[src/rtl/wb_req_slice.sv]
// wb_req_slice: pipelined Wishbone request slice with a two-entry skid buffer
// that registers STB and payload; terminations and read data pass straight through.
module wb_req_slice #(
  parameter int ADR_WIDTH  = 16,
  parameter int DAT_WIDTH  = 16,
  parameter int SEL_WIDTH  = 2,
  parameter int TGA_WIDTH  = 1,
  parameter int TGC_WIDTH  = 1,
  parameter int TGRD_WIDTH = 1,
  parameter int TGWD_WIDTH = 1
) (
  input  logic                  clk_i,
  input  logic                  async_rst_i,
  input  logic                  sync_rst_i,
  input  logic                  itf_cyc_i,
  input  logic                  itf_stb_i,
  input  logic                  itf_we_i,
  input  logic                  itf_lock_i,
  input  logic [SEL_WIDTH-1:0]  itf_sel_i,
  input  logic [ADR_WIDTH-1:0]  itf_adr_i,
  input  logic [DAT_WIDTH-1:0]  itf_dat_i,
  input  logic [TGA_WIDTH-1:0]  itf_tga_i,
  input  logic [TGC_WIDTH-1:0]  itf_tgc_i,
  input  logic [TGWD_WIDTH-1:0] itf_tgd_i,
  output logic                  itf_ack_o,
  output logic                  itf_err_o,
  output logic                  itf_rty_o,
  output logic                  itf_stall_o,
  output logic [DAT_WIDTH-1:0]  itf_dat_o,
  output logic [TGRD_WIDTH-1:0] itf_tgd_o,
  output logic                  tgt_cyc_o,
  output logic                  tgt_stb_o,
  output logic                  tgt_we_o,
  output logic                  tgt_lock_o,
  output logic [SEL_WIDTH-1:0]  tgt_sel_o,
  output logic [ADR_WIDTH-1:0]  tgt_adr_o,
  output logic [DAT_WIDTH-1:0]  tgt_dat_o,
  output logic [TGA_WIDTH-1:0]  tgt_tga_o,
  output logic [TGC_WIDTH-1:0]  tgt_tgc_o,
  output logic [TGWD_WIDTH-1:0] tgt_tgd_o,
  input  logic                  tgt_ack_i,
  input  logic                  tgt_err_i,
  input  logic                  tgt_rty_i,
  input  logic                  tgt_stall_i,
  input  logic [DAT_WIDTH-1:0]  tgt_dat_i,
  input  logic [TGRD_WIDTH-1:0] tgt_tgd_i
);
  localparam int PW = 1 + SEL_WIDTH + ADR_WIDTH + DAT_WIDTH + TGA_WIDTH + TGC_WIDTH + TGWD_WIDTH;
  typedef enum logic [1:0] {EMPTY = 2'b00, ONE = 2'b01, FULL = 2'b10} state_t;
  state_t state;
  logic [PW-1:0] m, s, in_p;
  logic acc, take, rst;
  assign in_p = {itf_we_i, itf_sel_i, itf_adr_i, itf_dat_i, itf_tga_i, itf_tgc_i, itf_tgd_i};
  assign {tgt_we_o, tgt_sel_o, tgt_adr_o, tgt_dat_o, tgt_tga_o, tgt_tgc_o, tgt_tgd_o} = m;
  assign rst         = async_rst_i | sync_rst_i;
  assign itf_stall_o = state == FULL;
  assign tgt_stb_o   = (state != EMPTY) & itf_cyc_i;
  assign tgt_cyc_o   = itf_cyc_i & ~rst;
  assign tgt_lock_o  = itf_lock_i & itf_cyc_i & ~rst;
  assign acc         = itf_cyc_i & itf_stb_i & ~itf_stall_o;
  assign take        = tgt_stb_o & ~tgt_stall_i;
  assign itf_ack_o   = tgt_ack_i;
  assign itf_err_o   = tgt_err_i;
  assign itf_rty_o   = tgt_rty_i;
  assign itf_dat_o   = tgt_dat_i;
  assign itf_tgd_o   = tgt_tgd_i;
  // Dropping CYC discards anything buffered; payload is kept but no longer strobed.
  always_ff @(posedge clk_i or posedge async_rst_i) begin
    if (async_rst_i) begin
      state <= EMPTY;
      m     <= '0;
      s     <= '0;
    end else if (sync_rst_i) begin
      state <= EMPTY;
      m     <= '0;
      s     <= '0;
    end else if (!itf_cyc_i) begin
      state <= EMPTY;
    end else begin
      case (state)
        EMPTY: if (acc) begin
          m     <= in_p;
          state <= ONE;
        end
        ONE: begin
          if (acc && take) m <= in_p;
          if (acc && !take) s <= in_p;
          state <= (acc && !take) ? FULL : (!acc && take) ? EMPTY : ONE;
        end
        FULL: if (take) begin
          m     <= s;
          state <= ONE;
        end
        default: state <= EMPTY;
      endcase
    end
  end
endmodule

[config.mk]
export PLATFORM = sky130hd
export DESIGN_NAME = wb_req_slice
export DESIGN_NICKNAME = d
export VERILOG_FILES = /design/src/rtl/wb_req_slice.sv
export SDC_FILE = /design/constraint.sdc
export NUM_CORES = 1
export LEC_CHECK = 0
export ABC_CLOCK_PERIOD_IN_PS = 4900
export BUFFER_PORTS_ARGS = -buffer_cell sky130_fd_sc_hd__buf_2
export CAP_MARGIN = 10
export CORE_MARGIN = 3
export CORE_UTILIZATION = 55
export DETAILED_ROUTE_END_ITERATION = 12
export PLACE_DENSITY = 0.82
export SYNTH_ARGS = -nofsm -noshare
export SYNTH_HDL_FRONTEND = slang
export SYNTH_SLANG_ARGS = --single-unit
[constraint.sdc]
create_clock -name clk_i -period 4.9 [get_ports clk_i]
set_clock_uncertainty 0.2 [all_clocks]
set_input_delay 0.49 -clock clk_i [delete_from_list [all_inputs] [get_ports clk_i]]
set_output_delay 0.49 -clock clk_i [all_outputs]
set_load 0.005 [all_outputs]
==> results.sh <==
export IMPL_cp_start_kind="register"
export IMPL_synthesis_area_sq_mm=0.00384
export IMPL_initial_core_util=0.585
export IMPL_grtUsageTotal=0.228
export IMPL_grt_pass1_wl_microns=14100
export IMPL_worstRegToRegCells=7
export IMPL_peakVddDrop_mv=0.172
export IMPL_whs_path_depth=2
export IMPL_path_clk_slew_ns=0.09
export IMPL_first_pass_iters=4
export IMPL_cts_resized=0
export IMPL_fmax_mhz=331
export IMPL_die_area_sq_mm=0.00803
export IMPL_cp_required_ns=4.89
export IMPL_die_w_microns=89.6
export IMPL_rsz0062_at_grt="false"
export IMPL_relSlewSlack=0.324
export IMPL_synth_area_leader_cell="dfrtp_1"
export IMPL_rows=29
export IMPL_clk_latency_ns=0.35
export IMPL_cts_sinks=78
export IMPL_reg2reg_to="m[35]"
export IMPL_hold_path_startpoint="itf_adr_i[15]"
export IMPL_swShare=0.285
export IMPL_wirelength_microns=8690
export IMPL_power_leakage_uw=0.00227
export IMPL_worst_r2r_startpoint="state[1]"
export IMPL_finalHoldViolations=0
export IMPL_numCtsBuffers=9
export IMPL_period_share=0.617
export IMPL_fin_crit_ns=3.03
export IMPL_slowest_delay_ns=0.85
export IMPL_cp_num_buf_inv=1
export IMPL_dp_hpwl_microns=5350
export IMPL_htree_levels=3
export IMPL_seq_power_share=0.528
export IMPL_core_area_sq_mm=0.00657
export IMPL_fill_cells=518
export IMPL_status="completed"
export IMPL_synth_top_area_share=0.508
export IMPL_antenna_cells=0
export IMPL_cp_startpoint="state[1]"
export IMPL_crit_chain="o21ai_0 > or2_2 > inv_1 > ha_1 > mux2_4 > a21o_2 > a211oi_1"
export IMPL_drive_gt1_frac=0.374
export IMPL_crit_path_end_kind="register"
export IMPL_timing_hold_worst_class="input port to register"
export IMPL_numPortBuffers=86
export IMPL_synthesis_nets=375
export IMPL_critPathKind="register to register"
export IMPL_finalSetupTns_ns=0
export IMPL_slew_viol_final=0
export IMPL_worst_pin_slew_ns=1.01
export IMPL_cts_root_buffer="clkbuf_8"
export IMPL_drv_cap=0
export IMPL_yosys_register_bits=78
export IMPL_first_iter_violations=210
export IMPL_antenna_found_initial=0
export IMPL_p_sw_uw=369
export IMPL_ff2ff_setup_slack_ns=1.87
export IMPL_intPower_uw=927
export IMPL_netlist_top_cells_area="dfrtp_1 (51%), a211oi_1 (11%), mux2i_1 (10%)"
export IMPL_p_clk_frac=0.343
export IMPL_antenna_left=0
export IMPL_cts_tree="built"
export IMPL_via_count=2789
export IMPL_slowest_stage="a21o_2"
export IMPL_final_nets=426
export IMPL_fin_util=0.661
export IMPL_clk_path_buf_depth=2
export IMPL_grt_pass1_vias=2783
export IMPL_synth_warnings=0
export IMPL_place_congestion=0.767
export IMPL_wl_per_cell_microns=19.0
export IMPL_critPathArrivalTime_ns=3.01
export IMPL_overflow=0
export IMPL_cpLargestDelayFamily="compound AO/OA/AOI/OAI gates"
export IMPL_die_h_microns=89.6
export IMPL_area_delta_synth_final_pct=13.0
export IMPL_synth_area_per_cell_sq_um=12.5
export IMPL_p_comb_frac=0.129
export IMPL_viasPerCell=6.10
export IMPL_synthCells=308
export IMPL_synth_distinct_cells=26
export IMPL_ys_seq_area_frac=0.508
export IMPL_setup_viol_count_final=0
export IMPL_drc=0
export IMPL_power_density_mw_per_mm2=299
export IMPL_worstPathMaxFanout=39
export IMPL_ioPinCount=127
export IMPL_grt_start_max_net_pins=77
export IMPL_hold_path_end="s[34]"
[how the worst max path moves through the flow]
stage | endpoint | cells past startpoint
6_report | m[35] | 7
5_1_grt | m[37] | 7
4_1_cts | m[3] | 7
3_5_place_dp | m[3] | 8
3_3_place_gp | m[0] | 8
2_1_floorplan | m[0] | 1
[power by group through the flow]
stage	clock network, uW	logic (uW)	registers [uW]
4_1_cts	453	166	684
5_1_grt	480	186	687
6_report	445	167	684
3_3_place_gp	0	159	696
3_5_place_dp	0	164	696
2_1_floorplan	0	113	695
[worst register-to-register path: stages, from the launching register on]
cell and delay (ns):
dfrtp_1 0.53, o21ai_0 0.17, or2_2 0.31, inv_1 0.06, ha_1 0.13, mux2_4 0.43
a21o_2 0.85, a211oi_1 0.18
[layer usage]
metal,track usage,wire [microns],vias to the layer above
met5,0,0,-
met4,0.0812,158,0
met3,0.0411,452,23
met2,0.344,4010,100
met1,0.332,4070,1398
li1,-,-,1268
[sequential cells by signal (all words and copies together) (netlist names)]
signal and flops:
m 38, state 2, s 38
[cell usage after synthesis (all sizes together)]
master  instances
inv             5
o22a            1
or2             1
nand2           1
clkbuf         10
mux2            1
and2            1
and3            1
a21o            2
ha              2
o21ai           1
and4bb          1
nor3            1
a41oi           1
nand2b          2
mux2i          39
a22o           38
nor2b           1
buf            42
dfrtp          78
nor2            3
a211oi         76
[cell families after synthesis]
group / Yosys count / share of synthesized area
flops: 78 / 0.508
fa+ha+maj: 2 / 0.00651
simple gates: 12 / 0.0182
compound gates: 119 / 0.271
mux: 40 / 0.105
buf+inv: 57 / 0.0914
[layout make-up]
class                   instances  area [sq um]  area share
flip-flops and latches         78          1950       0.449
well taps                      93           116      0.0268
multi-input cells             173          1580       0.363
clock buffers                   9           124      0.0285
inverters                       5          20.0     0.00461
clock inverters                 7          56.3      0.0130
repair buffers                 92           498       0.115
[layout by cell type (no fill, tap or decap)]
cell / Yosys / final
clkinv_2: 0 / 2
ha_1: 2 / 2
clkbuf_8: 0 / 9
a22o_1: 38 / 38
buf_4: 24 / 4
and3_1: 1 / 1
mux2_4: 1 / 1
o21ai_0: 1 / 1
buf_16: 0 / 1
nor2_1: 3 / 3
inv_2: 1 / 1
dlygate4sd3_1: 0 / 1
a41oi_4: 0 / 1
inv_1: 4 / 3
nor3_2: 0 / 1
inv_6: 0 / 3
and4bb_1: 1 / 1
mux2i_1: 39 / 39
a21o_2: 0 / 1
nand2b_1: 2 / 1
clkinvlp_4: 0 / 1
nand2b_2: 0 / 1
nor2b_4: 0 / 1
a211oi_2: 20 / 20
o22a_1: 1 / 1
clkinv_4: 0 / 2
nand2_1: 1 / 1
or2_2: 1 / 1
and2_1: 1 / 1
a21o_1: 2 / 1
buf_2: 14 / 86
a211oi_1: 56 / 56
dfrtp_1: 78 / 78
[stage by stage]
step | area, sq um | instances | hold slack (ns) | total power (uW) | worst slack (ns)
after global routing | 4340 | 457 | 0.161 | 1350 | 1.70
after global placement | 4130 | 439 | 0.148 | 856 | 1.92
after detailed placement | 4130 | 439 | 0.147 | 860 | 1.84
after floorplan | 3840 | 308 | 0.272 | 807 | 2.21
final | 4340 | 457 | 0.170 | 1300 | 1.87
after CTS | 4320 | 456 | 0.161 | 1300 | 1.90
[what timing repair did]
action / in CTS / in global routing
endpoints found under the hold margin: 2 / 0
hold buffers: 1 / 0
setup endpoints to repair: 0 / 0
setup buffers: 0 / 0
(Power assumes the default switching activity.)
